--- config.mk ---
export PLATFORM = sky130hd
export DESIGN_NAME = gray_stream
export DESIGN_NICKNAME = d
export VERILOG_FILES = /design/src/rtl/gray_stream.sv
export SDC_FILE = /design/constraint.sdc
export NUM_CORES = 1
export LEC_CHECK = 0
export ABC_AREA = 1
export ABC_CLOCK_PERIOD_IN_PS = 8650
export CORE_MARGIN = 2
export CORE_UTILIZATION = 45
export CTS_CLUSTER_DIAMETER = 200
export CTS_CLUSTER_SIZE = 28
export DETAILED_ROUTE_END_ITERATION = 16
export DONT_BUFFER_PORTS = 1
export PLACE_DENSITY_LB_ADDON = 0.05
export SLEW_MARGIN = 20
export SYNTH_ARGS = -nofsm -noshare
export SYNTH_HDL_FRONTEND = slang
export SYNTH_SLANG_ARGS = --single-unit
--- constraint.sdc ---
create_clock -name clk -period 8.65 [get_ports clk]
set_clock_uncertainty 0.2 [all_clocks]
set_input_delay 1.2975 -clock clk [delete_from_list [all_inputs] [get_ports clk]]
set_output_delay 1.2975 -clock clk [all_outputs]
set_load 0.01 [all_outputs]
--- src/rtl/gray_stream.sv ---
// Pipelined RGB-to-grayscale converter with valid/ready streaming, selectable
// coefficient sets and per-pixel frame tags (sof/eol/eof).
module gray_stream #(
    parameter int unsigned DATA_W = 8,
    parameter int unsigned IMG_W  = 300,
    parameter int unsigned IMG_H  = 400
) (
    input  logic              clk,
    input  logic              rst,
    input  logic [1:0]        mode,
    input  logic              in_valid,
    output logic              in_ready,
    input  logic [DATA_W-1:0] red_in,
    input  logic [DATA_W-1:0] green_in,
    input  logic [DATA_W-1:0] blue_in,
    output logic              out_valid,
    input  logic              out_ready,
    output logic [DATA_W-1:0] gray_out,
    output logic              out_sof,
    output logic              out_eol,
    output logic              out_eof,
    output logic              frame_done
);

    localparam int unsigned CW = (IMG_W > 1) ? $clog2(IMG_W) : 1;
    localparam int unsigned RW = (IMG_H > 1) ? $clog2(IMG_H) : 1;
    localparam int unsigned PW = DATA_W + 8;
    localparam int unsigned SW = DATA_W + 10;

    localparam logic [1:0] ModeBt601 = 2'd0;
    localparam logic [1:0] ModeBt709 = 2'd1;
    localparam logic [1:0] ModeAvg   = 2'd2;
    localparam logic [1:0] ModeGreen = 2'd3;

    logic          en;
    logic          in_xfer;
    logic [CW-1:0] col_q;
    logic [RW-1:0] row_q;
    logic [1:0]    mode_q;
    logic          at_sof;
    logic          at_eol;
    logic          at_eof;
    logic [1:0]    pix_mode;

    assign en       = !out_valid || out_ready;
    assign in_ready = en;
    assign in_xfer  = in_valid && en;

    assign at_sof   = (col_q == '0) && (row_q == '0);
    assign at_eol   = (col_q == CW'(IMG_W - 1));
    assign at_eof   = at_eol && (row_q == RW'(IMG_H - 1));
    // The sof pixel already uses the mode presented alongside it.
    assign pix_mode = at_sof ? mode : mode_q;

    always_ff @(posedge clk) begin
        if (rst) begin
            col_q  <= '0;
            row_q  <= '0;
            mode_q <= ModeBt601;
        end else if (in_xfer) begin
            if (at_sof) begin
                mode_q <= mode;
            end
            if (at_eol) begin
                col_q <= '0;
                row_q <= at_eof ? '0 : row_q + RW'(1);
            end else begin
                col_q <= col_q + CW'(1);
            end
        end
    end

    // Stage 1: registered channels, tags and effective mode.
    logic              s1_valid;
    logic [DATA_W-1:0] s1_r;
    logic [DATA_W-1:0] s1_g;
    logic [DATA_W-1:0] s1_b;
    logic [1:0]        s1_mode;
    logic              s1_sof;
    logic              s1_eol;
    logic              s1_eof;

    always_ff @(posedge clk) begin
        if (rst) begin
            s1_valid <= 1'b0;
            s1_r     <= '0;
            s1_g     <= '0;
            s1_b     <= '0;
            s1_mode  <= ModeBt601;
            s1_sof   <= 1'b0;
            s1_eol   <= 1'b0;
            s1_eof   <= 1'b0;
        end else if (en) begin
            s1_valid <= in_valid;
            s1_r     <= red_in;
            s1_g     <= green_in;
            s1_b     <= blue_in;
            s1_mode  <= pix_mode;
            s1_sof   <= at_sof;
            s1_eol   <= at_eol;
            s1_eof   <= at_eof;
        end
    end

    logic [7:0]    coef_r;
    logic [7:0]    coef_g;
    logic [7:0]    coef_b;
    logic [PW-1:0] prod_r;
    logic [PW-1:0] prod_g;
    logic [PW-1:0] prod_b;

    always_comb begin
        coef_r = 8'd77;
        coef_g = 8'd150;
        coef_b = 8'd29;
        unique case (s1_mode)
            ModeBt601: begin coef_r = 8'd77; coef_g = 8'd150; coef_b = 8'd29; end
            ModeBt709: begin coef_r = 8'd54; coef_g = 8'd183; coef_b = 8'd19; end
            ModeAvg:   begin coef_r = 8'd85; coef_g = 8'd86;  coef_b = 8'd85; end
            ModeGreen: begin coef_r = 8'd0;  coef_g = 8'd0;   coef_b = 8'd0;  end
        endcase
    end

    assign prod_r = PW'(s1_r) * PW'(coef_r);
    assign prod_g = PW'(s1_g) * PW'(coef_g);
    assign prod_b = PW'(s1_b) * PW'(coef_b);

    // Stage 2: products, plus green carried for the passthrough mode.
    logic              s2_valid;
    logic [PW-1:0]     s2_pr;
    logic [PW-1:0]     s2_pg;
    logic [PW-1:0]     s2_pb;
    logic [DATA_W-1:0] s2_g;
    logic              s2_green;
    logic              s2_sof;
    logic              s2_eol;
    logic              s2_eof;

    always_ff @(posedge clk) begin
        if (rst) begin
            s2_valid <= 1'b0;
            s2_pr    <= '0;
            s2_pg    <= '0;
            s2_pb    <= '0;
            s2_g     <= '0;
            s2_green <= 1'b0;
            s2_sof   <= 1'b0;
            s2_eol   <= 1'b0;
            s2_eof   <= 1'b0;
        end else if (en) begin
            s2_valid <= s1_valid;
            s2_pr    <= prod_r;
            s2_pg    <= prod_g;
            s2_pb    <= prod_b;
            s2_g     <= s1_g;
            s2_green <= (s1_mode == ModeGreen);
            s2_sof   <= s1_sof;
            s2_eol   <= s1_eol;
            s2_eof   <= s1_eof;
        end
    end

    logic [SW-1:0]     sum;
    logic [DATA_W-1:0] gray_d;

    // Coefficients sum to 256, so sum >> 8 always fits in DATA_W.
    assign sum    = SW'(s2_pr) + SW'(s2_pg) + SW'(s2_pb);
    assign gray_d = s2_green ? s2_g : DATA_W'(sum >> 8);

    // Stage 3: output register.
    always_ff @(posedge clk) begin
        if (rst) begin
            out_valid <= 1'b0;
            gray_out  <= '0;
            out_sof   <= 1'b0;
            out_eol   <= 1'b0;
            out_eof   <= 1'b0;
        end else if (en) begin
            out_valid <= s2_valid;
            gray_out  <= gray_d;
            out_sof   <= s2_sof;
            out_eol   <= s2_eol;
            out_eof   <= s2_eof;
        end
    end

    assign frame_done = out_valid && out_ready && out_eof;

endmodule

# Yosys cells after proc, flatten, opt, wreduce, memory -nomap -nowiden
# Cells that the tools add are included.
dict set report word_totals {
  reg_bits 123
  input_bits 30
  output_inout_bits 14
  word_cells 55
}
dict set report op_classes {
  addsub 4
  multipliers 3
  eq_ne 5
  muxes 7
  n_reduce_logical 11
}
# op n
set op_table {}
lappend op_table {{$pmux W8 S4} 3}
lappend op_table {{$mul A8 B8 Y16} 3}
lappend op_table {{$add A16 B16 Y16} 2}
lappend op_table {{$add A9 B1 Y9 const B} 2}
lappend op_table {{$eq A9 B9 Y1 const B} 2}
lappend op_table {{$logic_not A9 Y1} 2}
lappend op_table {{$mux W9} 2}
lappend op_table {{$mux W8} 1}
lappend op_table {{$logic_and A1 B1 Y1} 5}
lappend op_table {{$eq A2 B2 Y1 const B} 2}
lappend op_table {{$eq A2 B1 Y1 const B} 1}
lappend op_table {{$logic_not A2 Y1} 1}
lappend op_table {{$mux W2} 1}
lappend op_table {{$reduce_and A2 Y1} 1}
lappend op_table {{$logic_not A1 Y1} 1}
lappend op_table {{$logic_or A1 B1 Y1} 1}

# Longest topological paths before layout
# Gate-level depths: netlist of run 1.
dict set report logic_depth {
  word_depth 4
  mapped_depth 23
  mapped_depth_nobuf 21
}

# Worst setup path after synthesis of run 1
# OpenSTA, ideal clock, no wires.
dict set report synth_path {
  path_kind {reg2reg}
  start {register s1_mode[1]}
  end {register s2_pr[12]}
  setup_time_ps 114
  arrival_time_ps 4393
  required_time_ps 8336
  slack_ps 3943
  stages_incl_launch_ff 24
  synth_period_minus_slack_ps 4707
  path_cell_list {dfxtp_1 > inv_1 > ha_1 > clkbuf_1 > clkbuf_1 > nand2_1 > inv_1 > fa_1 > inv_1 > fa_1 > inv_1 > fa_1 > inv_1 > fa_1 > inv_1 > ha_1 > a21oi_1 > inv_1 > o21ai_0 > nand3_1 > nand2_1 > nand2_1 > o21bai_1 > inv_1}
}
dict set report synth_between {
  elab_chain_len 3
  elab_cells_between_ends 6
}
# item line
set synth_rtl {}
lappend synth_rtl {{start, declared} 78} ;# logic [1:0] s1_mode;
lappend synth_rtl {{start signal, assigned} 89} ;# s1_mode <= ModeBt601;
lappend synth_rtl {{start signal, assigned} 98} ;# s1_mode <= pix_mode;
lappend synth_rtl {{$eq A2 B2 Y1 (tied with other cells)} 116} ;# unique case (s1_mode)
lappend synth_rtl {{$pmux W8 S4 *} 116}
lappend synth_rtl {{$mul A8 B8 Y16 *} 124} ;# assign prod_r = PW'(s1_r) * PW'(coef_r);
lappend synth_rtl {{end signal, assigned} 152} ;# s2_pr <= prod_r;
lappend synth_rtl {{end, declared} 130} ;# logic [PW-1:0] s2_pr;
# Every way passes the cells marked *; elsewhere a longest branch is shown, timed or not. The select of a mux whose other input is x is not followed.
# A chain may end at the register's enable or synchronous reset.

# Worst setup path after layout of run 1
# Same ends and word-level chain as after synthesis.

==> metrics.md, run 1 <==
| Metric | Value |
|---|---|
| Required @ worst endpoint | 8.77 ns |
| Post-synth top area share | 21.3% |
| Min-Delay Path Class | flip-flop to flip-flop |
| Max Cap Viol | 0 |
| TritonCTS clock tree | yes |
| Clock Tree Buf Depth | 2 |
| Largest net degree at the start of global routing | 104 |
| Vias in the first global route | 9,789 |
| # hold bufs at CTS | 0 |
| Routed Wire Length | 29,000 um |
| Worst slew pin tran | 0.970 ns |
| Most common cell in the netlist | inv_1 |
| H-tree depth | 4 |
| Synth area leader | dfxtp_1 |
| Worst EP arrival | 5.58 ns |
| Via-per-instance ratio | 4.96 |
| Initial antenna violation count | 0 |
| Setup TNS | 0 ns |
| # DRC | 0 |
| Min cycle time layout | 5.45 ns |
| GRT Residual Overflow | 0 |
| Num CTS Buffers | 17 |
| Final ANT Viol Nets | 0 |
| RSZ-0062 raised after global routing | no |
| Synth cell types | 36 |
| Port Buffers | 0 |
| Fillers | 2,561 |
| Hold slack | 0.255 ns |
| Core Area | 0.0252 mm^2 |
| Register area share after synthesis | 21.3% |
| Fin nets | 1,846 |
| Post-cts sizing count | 0 |
| Placed insts | 1,893 |
| Die height | 164 um |
| Root Driver | clkbuf_16 |
| Post-synth EDFFs | 0 |
| Critical Path Fanout Max | 17 |
| Initial drt markers | 500 |
| Clock transition at the registers of the reported paths | 0.07 ns |
| Async set-reset flop share out of synthesis | 0% |
| Syn Inst Count | 1,604 |
| P&R area growth vs syn | 7.45% |
| Final Hold Fails | 0 |
| Fmax | 183 MHz |
| Synth area leaders | dfxtp_1, fa_1, ha_1, inv_1, nand2_1 |
| Mean Syn Cell Area | 7.21 um^2 |
| Final Slew Violations | 0 |
| Initial Utilization | 46.0% |
| Clk sink count | 123 |
| Chip Width | 164 um |
| Clk_lat worst skew | 0.43 ns |
| Syn Nets | 1,868 |
| Non-filler cells, final | 1,925 |
| First-pass GRT wire length | 49,000 um |
| Final Wtd Congestion | 0.870 |
| Main synth FF type | dfxtp_1 |
| Synthesized area | 0.0116 mm^2 |
| Static leakage power | 7.02 nW |
| Worst vdd ir | 0.125 mV |
| Routed length per instance | 15.1 um |
| Share of cells above drive strength 1 | 3.82% |
| Tcrit/Tclk final | 63.0% |
| Synth Register Bits | 123 |
| Endpoint class of the critical path | flip-flop |
| Row count | 58 |
| Setup bufs post-CTS | 0 |
| ANT cells | 0 |
| Die ar. | 0.0270 mm^2 |
| Startpoint Class | flip-flop |
| Synth warn | 0 |
| First-pass detailed-route iteration total | 5 |
| Setup violations, final | 0 |
| Vias after detailed routing | 9,541 |
| Core Util, Final | 49.4% |
| Post-detail-place hpwl | 23,100 um |
| I/O Pins | 44 |
| Tot GR Track Use | 23.3% |
| Relative slew margins | 35.4% |
| Post-synth top cells | inv_1, nand2_1, ha_1 |
| Status | finished clean |
| P per Cell Area | 219 mW/mm^2 |
| CP Class | flip-flop to flip-flop |
area by class of cell:
type,count,area (um^2),share of cell area (%)
sequential,123,2460,19.8
timing repair buffer,4,30.0,0.241
inverter,373,1400,11.3
clock inverter,14,159,1.28
clock buffer,18,439,3.53
multi-input combinational,1063,7530,60.6
tap,330,413,3.32
sequential cells by signal, indices dropped and copies added (netlist names), 2 cells and up:
signal / flops
s2_pg: 16
mode_q: 2
col_q: 9
s1_b: 8
s1_r: 8
s2_g: 8
row_q: 9
s1_g: 8
gray_out: 8
s2_pb: 16
s1_mode: 2
s2_pr: 16
cells by family after synthesis:
logic type | count (synthesis) | share of synthesized area, %
simple gates | 539 | 19.5
buf+inv | 418 | 13.7
compound gates | 271 | 12.6
fa+ha+maj | 234 | 31.5
flops | 123 | 21.3
xor+xnor | 19 | 1.44
power breakdown:
group          internal (W)  leakage, nW  switching (W)  total (W)
combinational      0.000458         5.71       0.000795    0.00125
clock              0.000438        0.289       0.000299   0.000737
sequential         0.000650         1.01      0.0000883   0.000738
total               0.00155         7.02        0.00118    0.00273
routing by layer:
layer	GRT usage [%]	vias to the layer above	share of wire (%)	wire, um
li1	-	4930	-	-
met2	39.5	140	47	13500
met5	0	-	0	0
met3	3.21	27	3.5	1010
met4	6.62	0	1.9	539
met1	31.0	4444	48	13900
cells in the final DEF, fill, tap and decap left out, types with 14 or more instances in the layout:
master and n:
ha_1 139, o21bai_1 24, inv_1 366, clkbuf_16 17, fa_1 95, dfxtp_1 123, o21ai_0 112, nand3_1 73
nand2_1 284, nand4_1 14, nor2_1 132, xor2_1 17, nor3_1 14, a21oi_1 118
critical path: stages (launching register included):
cell and delay [ns]:
dfxtp_1 0.51, inv_1 0.19, ha_1 0.47, nor2_1 0.68, nor2_1 0.17, ha_1 0.32
inv_1 0.04, fa_1 0.47, inv_1 0.05, fa_1 0.47, inv_1 0.05, fa_1 0.47
inv_1 0.04, ha_1 0.35, a21oi_1 0.20, inv_1 0.07, o21ai_0 0.22, nand3_1 0.10
nand2_1 0.07, nand2_1 0.04, o21bai_1 0.12, inv_1 0.05
through the flow:
stage          setup slack (ns)  power [W]  instance area, um^2
2_1_floorplan              3.94    0.00167                11600
3_3_place_gp               3.35    0.00201                11800
3_5_place_dp               3.21    0.00200                11800
4_1_cts                    3.18    0.00276                12400
5_1_grt                    2.70    0.00300                12400
6_report                   3.20    0.00273                12400
worst paths after layout:
path                                 start   endpoint  slack, ns  depth (start not counted)
worst min-delay path              s1_valid   s1_valid       0.25                          2
worst min register to register    s1_valid   s1_valid       0.25                          2
worst max register to register  s1_mode[1]  s2_pr[12]       3.20                         21
worst max-delay path            s1_mode[1]  s2_pr[12]       3.20                         21
Power figures use the tool's default switching activity.
==> inputs of run 2 (changes only) <==
Settings changed: ABC_CLOCK_PERIOD_IN_PS 8650 to 5050.
Clock period 8.65 ns to 5.05 ns, I/O delays scaled along.
==> metrics.md, run 2 (synthesis results as in run 1) <==
| Metric | Value |
|---|---|
| Status | finished clean |
| First-pass GRT wire length | 49,500 um (+1.2%) |
| Final Wtd Congestion | 0.878 (+0.92%) |
| H-tree depth | 4 (unchanged) |
| Largest net degree at the start of global routing | 88 (-15%) |
| Num CTS Buffers | 17 (unchanged) |
| Max Cap Viol | 0 (unchanged) |
| Routed length per instance | 15.3 um (+1.7%) |
| RR Startpoint | s1_mode[1] |
| Post-cts sizing count | 0 (unchanged) |
| Routed Wire Length | 29,700 um (+2.3%) |
| ANT cells | 0 (unchanged) |
| Fin nets | 1,857 (+0.60%) |
| Critical Path Fanout Max | 16 (-1) |
| CP Class | flip-flop to flip-flop |
| Vias in the first global route | 9,887 (+1.0%) |
| Tcrit/Tclk final | 94.4% (+31 points) |
| Reg2reg setup slack | 0.28 ns (-2.92 ns) |
| TritonCTS clock tree | yes |
| Initial drt markers | 570 (+14%) |
| WHS Path Cells | 1 (-1) |
| Final Hold Fails | 0 (unchanged) |
| Tot GR Track Use | 23.6% (+0.31 points) |
| Chip Width | 164 um (unchanged) |
| Min cycle time layout | 4.77 ns (-0.682 ns) |
| Min-Delay Path Class | input pin to flip-flop |
| Final Slew Violations | 0 (unchanged) |
| Hold Path End | s1_valid |
| # DRC | 0 (unchanged) |
| Initial Utilization | 46.0% (unchanged) |
| Core Util, Final | 49.8% (+0.43 points) |
| Via-per-instance ratio | 4.96 (about the same) |
| Vias after detailed routing | 9,604 (+0.66%) |
| Die ar. | 0.0270 mm^2 (unchanged) |
| Clock transition at the registers of the reported paths | 0.07 ns (about the same) |
| Die height | 164 um (unchanged) |
| Endpoint class of the critical path | flip-flop |
| First-pass detailed-route iteration total | 5 (unchanged) |
| P&R area growth vs syn | 8.39% |
| Fmax | 210 MHz (+14%) |
| Worst vdd ir | 0.210 mV (+69%) |
| Worst slew pin tran | 0.855 ns (-0.114 ns) |
| Share of cells above drive strength 1 | 4.73% (+0.91 points) |
| Most common cell after layout, fill and taps aside | inv_1 |
| # hold bufs at CTS | 0 (unchanged) |
| Root Driver | clkbuf_16 |
| Setup bufs post-CTS | 0 (unchanged) |
| Overall Power | 0.00471 W (+72%) |
| Hold slack | 0.183 ns (-0.0717 ns) |
| Row count | 58 (unchanged) |
| Hold Startpoint | rst |
| Post-detail-place hpwl | 24,300 um (+5.1%) |
| Final ANT Viol Nets | 0 (unchanged) |
| Setup TNS | 0 ns (unchanged) |
| Setup violations, final | 0 (unchanged) |
| Core Area | 0.0252 mm^2 (unchanged) |
| Initial antenna violation count | 0 (unchanged) |
| Clk sink count | 123 (unchanged) |
| Startpoint Class | flip-flop |
| Clock Tree Buf Depth | 2 (unchanged) |
| Commonest cells after routing, fill and taps aside | inv_1, nand2_1, ha_1 |
| Required @ worst endpoint | 5.22 ns (-3.55 ns) |
| R2r worst-path depth | 17 (-19%) |
| I/O Pins | 44 (unchanged) |
| P per Cell Area | 375 mW/mm^2 (+71%) |
| Top flop regs | s2_pb (16), s2_pg (16), s2_pr (16) |
| Fillers | 2,548 (-0.51%) |
| Worst R2R End | s2_pg[11] |
| GRT Residual Overflow | 0 (unchanged) |
| RSZ-0062 raised after global routing | no |
| Static leakage power | 7.08 nW (+0.92%) |
| Worst EP arrival | 4.94 ns (-0.64 ns) |
| Port Buffers | 0 (unchanged) |
| Clk_lat worst skew | 0.43 ns (about the same) |
| Relative slew margins | 42.9% (+7.5 points) |
-- run 2: cell types whose count changed in the layout (fill, tap and decap cells not counted), moves of 2 or more --
cell / delta
ha_1: -2
a21oi_1: -2
buf_4: +11
a21oi_2: +2
inv_6: +2
clkinvlp_4: -2
-- run 2: cell type report --
cell class                      count  area [um^2]  area share, %
Clock inverter                     15          176           1.41
Sequential cell                   123         2460           19.6
Tap cell                          330          413           3.29
Multi-Input combinational cell   1063         7550           60.2
Timing Repair Buffer               15          113          0.898
Clock buffer                       17          425           3.39
Inverter                          373         1400           11.2
-- run 2: power breakdown --
part / switching [W] / leakage, nW / total (W) / internal, W
registers: 0.000152 / 1.01 / 0.00126 / 0.00111
logic: 0.00136 / 5.77 / 0.00216 / 0.000803
clock network: 0.000531 / 0.297 / 0.00128 / 0.000746
-- run 2: worst max-delay path, cell delays in order, from the launching register on --
cell     delay [ns]
dfxtp_1        0.37
buf_4          0.17
ha_1           0.17
buf_4          0.23
nand2_1        0.10
fa_1           0.49
fa_1           0.52
inv_1          0.06
fa_1           0.39
fa_1           0.49
ha_1           0.37
a21oi_1        0.24
o21ai_0        0.15
inv_1          0.09
nand2_1        0.06
o21ai_0        0.41
nand3_1        0.12
inv_1          0.07
-- run 2: how the worst max path moves through the flow --
stage	slack (ns)	endpoint	from	cells after the start
5_1_grt	0.04	s2_pg[14]	s1_mode[0]	20
3_3_place_gp	0.30	s2_pg[12]	s1_mode[1]	19
2_1_floorplan	0.34	s2_pr[12]	s1_mode[1]	23
3_5_place_dp	0.26	s2_pr[12]	s1_mode[1]	21
4_1_cts	0.23	s2_pr[12]	s1_mode[1]	21
6_report	0.28	s2_pg[11]	s1_mode[1]	17
-- run 2: per-stage QoR --
stage                     cells  worst slack, ns  instance area [um^2]
after floorplan            1604            0.343                 11600
after global placement     1904            0.302                 11900
after detailed placement   1904            0.256                 11900
after CTS                  1936            0.229                 12500
after global routing       1936           0.0358                 12500
final                      1936            0.281                 12500
-- run 2: per-layer routing --
metal | part of all wire (%) | vias up | track usage (%)
met1 | 47 | 4459 | 30.5
met4 | 2.6 | 0 | 8.21
met5 | 0 | - | 0
li1 | - | 4970 | -
met3 | 2.4 | 36 | 2.63
met2 | 48 | 139 | 40.9
==> inputs of run 3 (changes only) <==
Settings changed: CORE_UTILIZATION 45 to 61, TNS_END_PERCENT set to 5.
==> metrics.md, run 3 (synthesis results as in run 1) <==
| Metric | Value |
|---|---|
| Tot GR Track Use | 29.6% (+6.0 points) |
| Startpoint Class | flip-flop |
| CP Class | flip-flop to flip-flop |
| Clock Tree Buf Depth | 2 (unchanged) |
| Max Cap Viol | 0 (unchanged) |
| Most common cell after layout, fill and taps aside | inv_1 |
| P&R area growth vs syn | 7.42% |
| Routed length per instance | 15.1 um (-1.2%) |
| RR Startpoint | s1_mode[0] |
| Fmax | 205 MHz (-2.3%) |
| Comb pwr share | 45.6% (-0.4 points) |
| Endpoint class of the critical path | flip-flop |
| Core Area | 0.0186 mm^2 (-26%) |
| First-pass detailed-route iteration total | 5 (unchanged) |
| Clock network power share | 28.2% (+1.1 points) |
| Required @ worst endpoint | 5.17 ns (-0.05 ns) |
| Vias in the first global route | 9,792 (-0.96%) |
| Die ar. | 0.0201 mm^2 (-26%) |
| Num CTS Buffers | 17 (unchanged) |
| CP Launch Point | s1_mode[0] |
| Worst EP arrival | 5.00 ns (+0.06 ns) |
| Internal power | 0.00276 W (+3.5%) |
| Die height | 142 um (-14%) |
| Chip Width | 142 um (-14%) |
| Via-per-instance ratio | 5.28 (+6.4%) |
| Relative slew margins | 28.8% (-14 points) |
| I/O Pins | 44 (unchanged) |
| Final Slew Violations | 0 (unchanged) |
| Clk_lat worst skew | 0.43 ns (about the same) |
| Min cycle time layout | 4.88 ns (+0.111 ns) |
| Critical Path Fanout Max | 16 (unchanged) |
| Final ANT Viol Nets | 0 (unchanged) |
| Final Hold Fails | 0 (unchanged) |
| Largest net degree at the start of global routing | 74 (-16%) |
| Setup TNS | 0 ns (unchanged) |
| P per Cell Area | 384 mW/mm^2 (+2.4%) |
| Tcrit/Tclk final | 96.6% (+2.2 points) |
| Worst slew pin tran | 1.07 ns (+0.213 ns) |
| First-pass GRT wire length | 47,200 um (-4.8%) |
| Setup violations, final | 0 (unchanged) |
| TritonCTS clock tree | yes |
| Routed Wire Length | 27,800 um (-6.2%) |
| Initial drt markers | 469 (-18%) |
| Switching Share | 42.3% (-1.2 points) |
| Hold Startpoint | rst |
| Worst vdd ir | 0.273 mV (+30%) |
| ANT cells | 0 (unchanged) |
| Setup bufs post-CTS | 0 (unchanged) |
| Clk sink count | 123 (unchanged) |
| H-tree depth | 4 (unchanged) |
| Sequential power share | 26.3% (-0.6 points) |
| Clock transition at the registers of the reported paths | 0.06 ns (about the same) |
| Root Driver | clkbuf_16 |
| Row count | 50 (-14%) |
| # DRC | 0 (unchanged) |
| Fin nets | 1,854 (-0.16%) |
| Top flop regs | s2_pb (16), s2_pg (16), s2_pr (16) |
| Commonest cells after routing, fill and taps aside | inv_1, nand2_1, ha_1 |
| Status | finished clean |
| Vias after detailed routing | 9,700 (+1.0%) |
| Final Wtd Congestion | 0.941 (+7.3%) |
| Share of cells above drive strength 1 | 4.37% (-0.37 points) |
| Switching Power | 0.00202 W (-1.3%) |
| Static leakage power | 7.08 nW (about the same) |
| GRT Residual Overflow | 0 (unchanged) |
| Initial Utilization | 62.1% (+16 points) |
| Post-detail-place hpwl | 22,000 um (-9.3%) |
| Port Buffers | 0 (unchanged) |
| Core Util, Final | 66.7% (+17 points) |
| Min-Delay Path Class | input pin to flip-flop |
| Initial antenna violation count | 1 (+1) |
[run 3: cell types whose count changed in the layout (fill, tap and decap cells not counted), sizes merged]
| cell | previous run | this run |
|---|---|---|
| inv | 381 | 377 |
| bufinv | 2 | 4 |
| clkinv | 5 | 6 |
| clkbuf | 17 | 18 |
| buf | 15 | 12 |
[run 3: final cells by class]
| class | count | area (um^2) |
|---|---|---|
| clock buffers | 18 | 429 |
| clock inverters | 14 | 210 |
| fillers | 1708 | 6210 |
| inverters | 373 | 1400 |
| multi-input cells | 1063 | 7540 |
| flip-flops and latches | 123 | 2460 |
| well taps | 234 | 293 |
| repair buffers | 12 | 90.1 |
[run 3: critical path: stages (launching register included)]
cell	delay [ns]
dfxtp_1	0.34
inv_1	0.14
ha_1	0.28
buf_4	0.27
nand2_1	0.12
nand2_1	0.10
fa_1	0.42
ha_1	0.33
fa_1	0.59
inv_1	0.08
fa_1	0.54
inv_1	0.04
ha_1	0.36
a21o_1	0.24
a21oi_1	0.17
nand2_1	0.09
a21oi_1	0.11
o21ai_0	0.19
nand3_1	0.11
inv_1	0.06
[run 3: power by group through the flow]
stage | registers, W | clock network, W | logic, W
floorplan | 0.00122 | 0 | 0.00163
global placement | 0.00127 | 0 | 0.00211
detailed placement | 0.00127 | 0 | 0.00214
CTS | 0.00125 | 0.00136 | 0.00216
global route | 0.00127 | 0.00139 | 0.00252
finish | 0.00125 | 0.00134 | 0.00217
[run 3: worst paths after layout]
check         endpoint  slack, ns  cells past startpoint
max          s2_pb[11]       0.17                     19
min           col_q[8]       0.19                      1
max reg2reg  s2_pb[11]       0.17                     19
min reg2reg   row_q[7]       0.26                      2
[run 3: metal layers]
layer	vias up	share of wire, %	track usage [%]
met5	-	0	0
met4	0	3.1	10.4
met3	49	3.9	4.25
met2	187	48	51.1
met1	4513	45	38.1
li1	4951	-	-
[run 3: stage by stage]
stage	total power, W	hold WS, ns	cells	cell area, um^2	worst slack, ns
2_1_floorplan	0.00285	0.230	1604	11600	0.343
3_3_place_gp	0.00338	0.241	1805	11800	0.260
3_5_place_dp	0.00341	0.249	1805	11800	0.116
4_1_cts	0.00477	0.184	1837	12400	0.0972
5_1_grt	0.00518	0.183	1837	12400	-0.0134
6_report	0.00477	0.194	1837	12400	0.170
[run 3: repair_timing]
item / CTS / global route
hold buffers: 0 / 0
endpoints found under the setup margin: 0 / 12
resized for setup: 0 / 5
